**src/rtl/shift_seq_ctrl_pkg.sv**
```systemverilog
// Shared types and constants for the shift-register sequencer: opcodes, FSM states
// and the core mode-select encoding.
package shift_seq_pkg;

    typedef enum logic [2:0] {
        OP_NOP  = 3'd0,
        OP_LOAD = 3'd1,
        OP_SHR  = 3'd2,
        OP_SHL  = 3'd3,
        OP_ROR  = 3'd4,
        OP_ROL  = 3'd5,
        OP_CLR  = 3'd6,
        OP_RSVD = 3'd7
    } op_e;

    typedef enum logic [1:0] {
        ST_IDLE = 2'd0,
        ST_EXEC = 2'd1,
        ST_DONE = 2'd2
    } state_e;

    localparam logic [1:0] MODE_HOLD  = 2'b00;
    localparam logic [1:0] MODE_RIGHT = 2'b01;
    localparam logic [1:0] MODE_LEFT  = 2'b10;
    localparam logic [1:0] MODE_LOAD  = 2'b11;

    // Ops whose step count comes from cmd_cnt.
    function automatic logic is_shift(input op_e op);
        return (op == OP_SHR) || (op == OP_SHL) || (op == OP_ROR) || (op == OP_ROL);
    endfunction

endpackage

```
**src/rtl/shift_seq_ctrl_if.sv**
```systemverilog
// Command channel into the sequencer.
// Handshake: a command transfers on a rising clk edge where cmd_valid && cmd_ready;
// the master holds cmd_op/cmd_cnt/cmd_data stable while cmd_valid is high and not yet accepted.
interface shift_seq_ctrl_if #(
    parameter int WIDTH = 4,
    parameter int CNT_W = $clog2(WIDTH) + 1
);
    logic             cmd_valid;
    logic             cmd_ready;
    logic [2:0]       cmd_op;
    logic [CNT_W-1:0] cmd_cnt;
    logic [WIDTH-1:0] cmd_data;

    modport master (output cmd_valid, cmd_op, cmd_cnt, cmd_data, input cmd_ready);
    modport slave  (input cmd_valid, cmd_op, cmd_cnt, cmd_data, output cmd_ready);
endinterface

```
**src/rtl/shift_seq_ctrl_core.sv**
```systemverilog
// WIDTH-bit universal shift register: hold, shift right (ser_r into MSB),
// shift left (ser_l into LSB) or parallel load, selected per bit by mode.
module shift_reg_core
    import shift_seq_pkg::*;
#(
    parameter int WIDTH = 4
) (
    input  logic             clk,
    input  logic             rst_n,
    input  logic [1:0]       mode,
    input  logic             ser_r,
    input  logic             ser_l,
    input  logic [WIDTH-1:0] pin,
    output logic [WIDTH-1:0] q
);
    logic [WIDTH-1:0] q_nxt;

    for (genvar i = 0; i < WIDTH; i++) begin : g_bit
        logic from_hi;
        logic from_lo;

        if (i == WIDTH - 1) begin : g_msb
            assign from_hi = ser_r;
        end else begin : g_mid_hi
            assign from_hi = q[i+1];
        end

        if (i == 0) begin : g_lsb
            assign from_lo = ser_l;
        end else begin : g_mid_lo
            assign from_lo = q[i-1];
        end

        assign q_nxt[i] = (mode == MODE_HOLD)  ? q[i]    :
                          (mode == MODE_RIGHT) ? from_hi :
                          (mode == MODE_LEFT)  ? from_lo : pin[i];
    end

    always_ff @(posedge clk or negedge rst_n) begin
        if (!rst_n) q <= '0;
        else        q <= q_nxt;
    end
endmodule

```
**src/rtl/shift_seq_ctrl.sv**
```systemverilog
// Command sequencer: latches one command, steps the shift core through it one
// update per cycle, then pulses done for a single cycle before accepting the next.
module shift_seq_ctrl
    import shift_seq_pkg::*;
#(
    parameter int WIDTH = 4,
    parameter int CNT_W = $clog2(WIDTH) + 1
) (
    input  logic             clk,
    input  logic             rst_n,
    shift_seq_ctrl_if.slave  cmd,
    input  logic             ser_in,
    output logic [WIDTH-1:0] q,
    output logic             ser_out,
    output logic             busy,
    output logic             done,
    output logic [1:0]       dbg_state,
    output logic [1:0]       dbg_mode
);
    localparam logic [1:0] S_IDLE = ST_IDLE;
    localparam logic [1:0] S_EXEC = ST_EXEC;
    localparam logic [1:0] S_DONE = ST_DONE;

    logic [1:0]       state;
    op_e              op_r;
    logic [CNT_W-1:0] cnt_r;
    logic [WIDTH-1:0] data_r;
    logic [CNT_W-1:0] start_cnt;
    logic             accept;

    logic [1:0]       mode;
    logic             ser_r;
    logic             ser_l;
    logic [WIDTH-1:0] pin;

    assign cmd.cmd_ready = (state == S_IDLE);
    assign accept        = cmd.cmd_valid && cmd.cmd_ready;
    assign busy          = (state != S_IDLE);
    assign done          = (state == S_DONE);
    assign dbg_state     = state;
    assign dbg_mode      = mode;

    // A zero start count sends the command straight to DONE without touching q.
    always_comb begin
        start_cnt = '0;
        if (op_e'(cmd.cmd_op) == OP_LOAD || op_e'(cmd.cmd_op) == OP_CLR)
            start_cnt = CNT_W'(1);
        else if (is_shift(op_e'(cmd.cmd_op)))
            start_cnt = cmd.cmd_cnt;
    end

    always_ff @(posedge clk or negedge rst_n) begin
        if (!rst_n) begin
            state  <= S_IDLE;
            op_r   <= OP_NOP;
            cnt_r  <= '0;
            data_r <= '0;
        end else begin
            case (state)
                S_IDLE: begin
                    if (accept) begin
                        op_r   <= op_e'(cmd.cmd_op);
                        data_r <= cmd.cmd_data;
                        cnt_r  <= start_cnt;
                        state  <= (start_cnt == '0) ? S_DONE : S_EXEC;
                    end
                end
                S_EXEC: begin
                    cnt_r <= cnt_r - CNT_W'(1);
                    if (cnt_r == CNT_W'(1)) state <= S_DONE;
                end
                S_DONE:  state <= S_IDLE;
                default: state <= S_IDLE;
            endcase
        end
    end

    // Mode and serial routing depend only on state, latched op and q, so they
    // stay stable across the whole EXEC cycle.
    always_comb begin
        mode    = MODE_HOLD;
        pin     = data_r;
        ser_r   = 1'b0;
        ser_l   = 1'b0;
        ser_out = 1'b0;
        if (state == S_EXEC) begin
            case (op_r)
                OP_LOAD: mode = MODE_LOAD;
                OP_CLR: begin
                    mode = MODE_LOAD;
                    pin  = '0;
                end
                OP_SHR: begin
                    mode    = MODE_RIGHT;
                    ser_r   = ser_in;
                    ser_out = q[0];
                end
                OP_ROR: begin
                    mode    = MODE_RIGHT;
                    ser_r   = q[0];
                    ser_out = q[0];
                end
                OP_SHL: begin
                    mode    = MODE_LEFT;
                    ser_l   = ser_in;
                    ser_out = q[WIDTH-1];
                end
                OP_ROL: begin
                    mode    = MODE_LEFT;
                    ser_l   = q[WIDTH-1];
                    ser_out = q[WIDTH-1];
                end
                default: mode = MODE_HOLD;
            endcase
        end
    end

    shift_reg_core #(.WIDTH(WIDTH)) u_core (
        .clk   (clk),
        .rst_n (rst_n),
        .mode  (mode),
        .ser_r (ser_r),
        .ser_l (ser_l),
        .pin   (pin),
        .q     (q)
    );
endmodule

```
**src/flat_wrapper.sv**
```systemverilog
// flat-port wrapper written by rule: the top's interface ports become plain ports
module shift_seq_ctrl_flat import shift_seq_pkg::*;
#(
    parameter int WIDTH = 4,
    parameter int CNT_W = $clog2(WIDTH) + 1
)
  (clk, rst_n, ser_in, q, ser_out, busy, done, dbg_state, dbg_mode, cmd_cmd_valid, cmd_cmd_op, cmd_cmd_cnt, cmd_cmd_data, cmd_cmd_ready);
  shift_seq_ctrl_if #(.WIDTH(WIDTH), .CNT_W(CNT_W)) cmd_i ();
  input  logic clk;
  input  logic rst_n;
  input  logic ser_in;
  output logic [WIDTH-1:0] q;
  output logic ser_out;
  output logic busy;
  output logic done;
  output logic [1:0] dbg_state;
  output logic [1:0] dbg_mode;
  input wire logic [$bits(cmd_i.cmd_valid)-1:0] cmd_cmd_valid;
  input wire logic [$bits(cmd_i.cmd_op)-1:0] cmd_cmd_op;
  input wire logic [$bits(cmd_i.cmd_cnt)-1:0] cmd_cmd_cnt;
  input wire logic [$bits(cmd_i.cmd_data)-1:0] cmd_cmd_data;
  output wire logic [$bits(cmd_i.cmd_ready)-1:0] cmd_cmd_ready;
  assign cmd_i.cmd_valid = cmd_cmd_valid;
  assign cmd_i.cmd_op = cmd_cmd_op;
  assign cmd_i.cmd_cnt = cmd_cmd_cnt;
  assign cmd_i.cmd_data = cmd_cmd_data;
  assign cmd_cmd_ready = cmd_i.cmd_ready;
  shift_seq_ctrl #(.WIDTH(WIDTH), .CNT_W(CNT_W)) u_core (.clk(clk), .rst_n(rst_n), .cmd(cmd_i), .ser_in(ser_in), .q(q), .ser_out(ser_out), .busy(busy), .done(done), .dbg_state(dbg_state), .dbg_mode(dbg_mode));
endmodule
```
**config.mk**
```make
export PLATFORM = sky130hd
export DESIGN_NAME = shift_seq_ctrl_flat
export DESIGN_NICKNAME = d
export VERILOG_FILES = /design/src/rtl/shift_seq_ctrl_pkg.sv /design/src/rtl/shift_seq_ctrl_if.sv /design/src/rtl/shift_seq_ctrl_core.sv /design/src/rtl/shift_seq_ctrl.sv /design/src/flat_wrapper.sv
export SDC_FILE = /design/constraint.sdc
export NUM_CORES = 1
export LEC_CHECK = 0
export BUFFER_PORTS_ARGS = -buffer_cell sky130_fd_sc_hd__buf_2
export CAP_MARGIN = 20
export CELL_PAD_IN_SITES_DETAIL_PLACEMENT = 1
export CELL_PAD_IN_SITES_GLOBAL_PLACEMENT = 2
export CORE_MARGIN = 2
export CORE_UTILIZATION = 31
export CTS_BUF_LIST = sky130_fd_sc_hd__clkbuf_8
export CTS_CLUSTER_DIAMETER = 40
export DETAILED_ROUTE_END_ITERATION = 10
export PLACE_DENSITY = 0.84
export SYNTH_ARGS = -nofsm -noshare
export SYNTH_HDL_FRONTEND = slang
export SYNTH_HIERARCHICAL = 1
export SYNTH_SLANG_ARGS = --single-unit
```
**constraint.sdc**
```tcl
create_clock -name clk -period 1.81 [get_ports clk]
set_clock_uncertainty 0.05 [all_clocks]
set_input_delay 0.362 -clock clk [delete_from_list [all_inputs] [get_ports clk]]
set_output_delay 0.362 -clock clk [all_outputs]
set_load 0.02 [all_outputs]
```
==> Word-level counts from Yosys, hierarchy flattened <==
Index checks and enable logic that the tools add are counted.
{ "word_totals": {"ff_bits": 16, "output_inout_bits": 12, "word_cells": 67} }
{ "classes": {"n_addsub": 1, "n_eq_ne": 19, "mux": 26, "n_reduce_logical": 16} }
{ "ops": {"columns": ["cell", "count"], "rows": [
  ["$eq 3x3->1 const B", 6],
  ["$eq 3x2->1 const B", 4],
  ["$mux 1", 11],
  ["$eq 3x1->1 const B", 3],
  ["$mux 3", 3],
  ["$mux 2", 4],
  ["$mux 4", 2],
  ["$pmux 1 s2", 3],
  ["$pmux 2 s3", 1],
  ["$pmux 3 s2", 1],
  ["$reduce_and 2->1", 3],
  ["$reduce_or 2->1", 3],
  ["$eq 2x1->1 const B", 2],
  ["$eq 2x2->1 const B", 2],
  ["$logic_not 2->1", 2],
  ["$logic_or 1x1->1", 4],
  ["$pmux 2 s2", 1],
  ["$reduce_bool 2->1", 2],
  ["$logic_not 3->1", 1],
  ["$sub 3x1->3 const B", 1],
  ["$ne 2x1->1 const B", 1],
  ["$ne 2x2->1 const B", 1],
  ["$logic_and 1x1->1", 1]
]} }

==> Logic depth before layout (Yosys ltp) <==
{ "logic_depth": {"word_depth": 10, "depth_mapped": 5} }

==> Hierarchy <==
The synthesis kept the hierarchy.
{ "modules_own_cells": {"columns": ["mod", "n_inst", "cells_per_inst", "area_each_um2", "seq_area_each_um2"], "rows": [
  ["shift_seq_ctrl", 1, 77, 784.5, 300.3],
  ["shift_reg_core", 1, 8, 205.2, 100.1]
]} }

==> Least setup slack after synthesis <==
OpenSTA, ideal clock, no wires.
{ "synth_path": {"path_type": "register -> register", "start": "register u_core.state[1] (netlist: u_core/dbg_state[1])", "end": "register u_core.u_core.q[0]", "setup_ps": 140, "arrival_ps": 1911, "setup_slack_ps": -291, "path_stages_with_launch": 5, "synth_period_minus_slack_ps": 2101, "path_cell_list": "dfrtp_1 nand2b_1 buf_2 nor2_1 mux4_1"} }
{ "synth_between": {"elab_chain_len": 5, "word_cells_on_any_way": 9, "classes_between": "3 x eq/ne; 5 x mux; 1 x reduce/logical"} }
{ "synth_lines": {"columns": ["item", "line_no", "text"], "rows": [
  ["start: declaration", "shift_seq_ctrl.sv:24", "logic [1:0] state;"],
  ["start signal: assignment", "shift_seq_ctrl.sv:65", "state <= (start_cnt == '0) ? S_DONE : S_EXEC;"],
  ["$eq 2x1->1 (*)", "shift_seq_ctrl.sv:86", "if (state == S_EXEC) begin"],
  ["$mux 2 (*)", "shift_seq_ctrl.sv:86", null],
  ["via dbg_mode[0]", "flat_wrapper.sv:17", "output logic [1:0] dbg_mode;"],
  ["$eq 2x2->1", "shift_seq_ctrl_core.sv:36", "(mode == MODE_LEFT) ? from_lo : pin[i];"],
  ["$mux 1", "shift_seq_ctrl_core.sv:36", null],
  ["$mux 1", "shift_seq_ctrl_core.sv:35", "(mode == MODE_RIGHT) ? from_hi :"],
  ["end signal: assignment", "shift_seq_ctrl_core.sv:41", "else q <= q_nxt;"],
  ["end: declaration", "shift_seq_ctrl_core.sv:14", "output logic [WIDTH-1:0] q"]
]} }
The timed path passes the listed nets; every way through them passes the cells marked *.
A chain may end at the register's enable or synchronous reset.

==> Worst setup path after layout <==
{ "layout_path": {"start": "register u_core.state[1] (netlist: u_core/dbg_state[1])", "end": "output port ser_out"} }
{ "layout_between": {"elab_chain_len": 2} }
{ "layout_lines": {"columns": ["item", "line_no", "text"], "rows": [
  ["$eq 2x1->1", "shift_seq_ctrl.sv:86", null],
  ["$mux 1", "shift_seq_ctrl.sv:86", null],
  ["end: declaration", "flat_wrapper.sv:13", "output logic ser_out;"]
]} }
Every way passes these cells.

==> results.ini <==
[timing]
worst_slew_pin_slew_ns=0.3731
min_period_ns=1.734
fin_hold_ws_ns=0.3038
max_freq_mhz=576.7
period_share_pct=95.80
setup_viol_count_final=0
hold_viol_final=0
max_slew_margin_pct=75.13
setup_slack_ns=0.07610
slew_violations=0
fin_setup_tns_ns=0
rsz0062_at_grt=false

[yosys]
synth_area_per_cell_um2=11.64
synth.net_count=101
yosysUniqueCellTypes=33
synthFlopType=dfrtp_1
syn_area_um2=989.7
syn_inst=85
ys_ff_latch=16
ys_seq_area_share_pct=40.46
synth_edf_count=0
ys_warn_count=6
async_reset_ff_share_pct=100.0

[floorplanning]
start_util_pct=32.42
pin_count=26
die_w_um=60.50
rows=20
die_area_um2=3660
core_area_um2=3053
die_h_um=60.50

[routing]
dr.first_iter.drc_count=13
wl_um=2251
vias_per_cell=4.765
drt_pass1_iterations=3
vias=772
antenna_left=0
drc=0
post_drt_wl_per_cell_um=13.90

[pwr]
pwr-share-comb_pct=58.1
power_density_nw_per_um2=1756
p_seq_share_pct=30.4
pwr-share-clk_pct=11.5
ir_drop_mv=0.6421
power.internal_uw=1369
power_switching_uw=946.8
p_leak_uw=0.0006444
switching_share_pct=40.88

[final_layout]
finalInstanceArea_um2=1319
drive_above_1_share_pct=49.15
seq_area_um2=404.1
fillers=354
multi_input_area_um2=604.3
antennaDiodeCount=0
final_nets=135
syn_to_final_growth_pct=33.25

[worst_setup_path]
critPathMostFrequentCell=buf_4
path_class=reg2out
crit_path_top_delay_cell=dfrtp_2
max_stage_delay_ns=0.40
critPathLaunchType=flop
crit_chain=nand2b_4 > buf_4 > nor3_4 > buf_4
cp_data_required_time_ns=1.40
crit_path_end_kind=output pin
crit_arrival_ns=1.32
path_max_fanout=4

[clock_tree]
h-tree-depth=1
clk_pin_slew_ns=0.06
cts_buffers=3
clock-sinks=16
root_buffer=clkbuf_8
worstSkewPairLatency_ns=0.25
cts_buffer_depth=2
cts_tree=done

[place]
gp_congestion=0.7180
io_buffer_count=25
postPlaceCellArea_um2=1217
pre_cts_ws_ns=0.05264
hpwlAfterDp_um=1752

[grt]
track_usage_pct=14.32
grt_pass1_wl_um=3808
antenna_found_initial=0
grt_max_degree=17
grt_overflow=0
grt_pass1_vias=821

[worst_hold_path]
hold_path_class=in2reg

[run]
timing.max_cap.violations=0

[status]
status=complete, no violations

==> power groups by stage <==
stage	combinational, µW	sequential, µW	clock (µW)
floorplan	889	707	0
global placement	1210	699	0
detailed placement	1240	710	0
CTS	1330	694	277
global route	1470	734	295
finish	1350	704	266
==> what timing repair did <==
item | 4_1_cts | 5_1_grt
endpoints found under the hold margin | 16 | 0
setup endpoints to repair | 2 | 4
hold buffers | 1 | 0
gates resized for setup | 4 | 8
setup buffers | 2 | 0
pin swaps | 0 | 0
==> metal layers <==
metal,GRT usage [%],wire length (µm)
met2,24.53,1124
met4,1.863,0
met3,4.691,115
met5,0,0
met1,18.28,1011
==> cells in the mapped netlist (2+ instances only) <==
master | number | area, µm²
dfrtp_1 | 16 | 400.4
mux2_4 | 7 | 105.1
nor2_1 | 7 | 26.28
nor2b_1 | 7 | 43.79
inv_1 | 4 | 15.01
mux4_1 | 4 | 105.1
nand2_1 | 4 | 15.01
nor3_1 | 4 | 20.02
a21oi_1 | 2 | 10.01
and2b_1 | 2 | 15.01
buf_2 | 2 | 10.01
ha_1 | 2 | 25.02
nand2b_1 | 2 | 12.51
xnor2_1 | 2 | 17.52
xor2_1 | 2 | 17.52
==> worst paths after layout <==
kind / from / endpoint / slack, ns / cells past startpoint
max: u_core/dbg_state[1] / ser_out / 0.08 / 4
min: cmd_cmd_cnt[2] / u_core/cnt_r[2] / 0.30 / 3
max in group asynchronous: rst_n / u_core/dbg_state[0] / 0.90 / 2
max reg2reg: u_core/dbg_state[1] / u_core/u_core/q[2] / 0.15 / 4
min reg2reg: u_core/data_r[3] / u_core/data_r[3] / 0.47 / 1
min in group asynchronous: rst_n / u_core/op_r[2] / 0.52 / 2
==> layout by cell type (no fill, tap or decap), types with 2 or more instances in the layout <==
master	instances
nor2b_1	7
clkbuf_8	3
nor2_1	5
a21oi_1	2
buf_4	10
and2b_1	2
nor2_4	2
xnor2_1	2
nor3_1	2
buf_2	22
dfrtp_2	3
mux2_4	7
dfrtp_1	13
nand2_1	3
nor3_4	2
mux4_1	4
ha_1	2
inv_1	4
==> cell type report <==
type | count | area share, %
clock inverters | 1 | 0.2846
repair buffers | 33 | 14.80
clock buffers | 3 | 3.131
multi-input cells | 61 | 45.83
flip-flops and latches | 16 | 30.65
well taps | 44 | 4.175
inverters | 4 | 1.139
==> flip-flops by register name, indices dropped and copies added, names as in the netlist <==
name and cells:
u_core/cnt_r 3, u_core/data_r 4, u_core/dbg_state 2, u_core/op_r 3, u_core/u_core/q 4
==> logic make-up (layout without fill, tap and decap cells) <==
family | Yosys count | after routing | synth area share (%)
AND/OR/NAND/NOR | 30 | 30 | 16.56
flip-flops | 16 | 16 | 40.45
AO/OA/AOI/OAI | 12 | 12 | 9.484
buffers and inverters | 8 | 41 | 4.045
XOR/XNOR | 4 | 4 | 3.540
multiplexers | 13 | 13 | 23.39
adder cells (fa/ha/maj) | 2 | 2 | 2.528
==> metrics by stage <==
step | total power, µW | utilization, % | cells
after CTS | 2305 | 42.75 | 163
after global placement | 1909 | 39.88 | 156
final | 2316 | 43.20 | 162
after global routing | 2497 | 43.20 | 162
after floorplan | 1596 | - | 85
after detailed placement | 1950 | 39.88 | 156
==> worst max-delay path, delay by kind of cell, from the launching register on <==
kind | cells | cell delay, ns
and+or+nand+nor | 2 | 0.34
DFF | 1 | 0.40
buffers and inverters | 2 | 0.33
No activity file was read; power rests on OpenSTA's default activity.
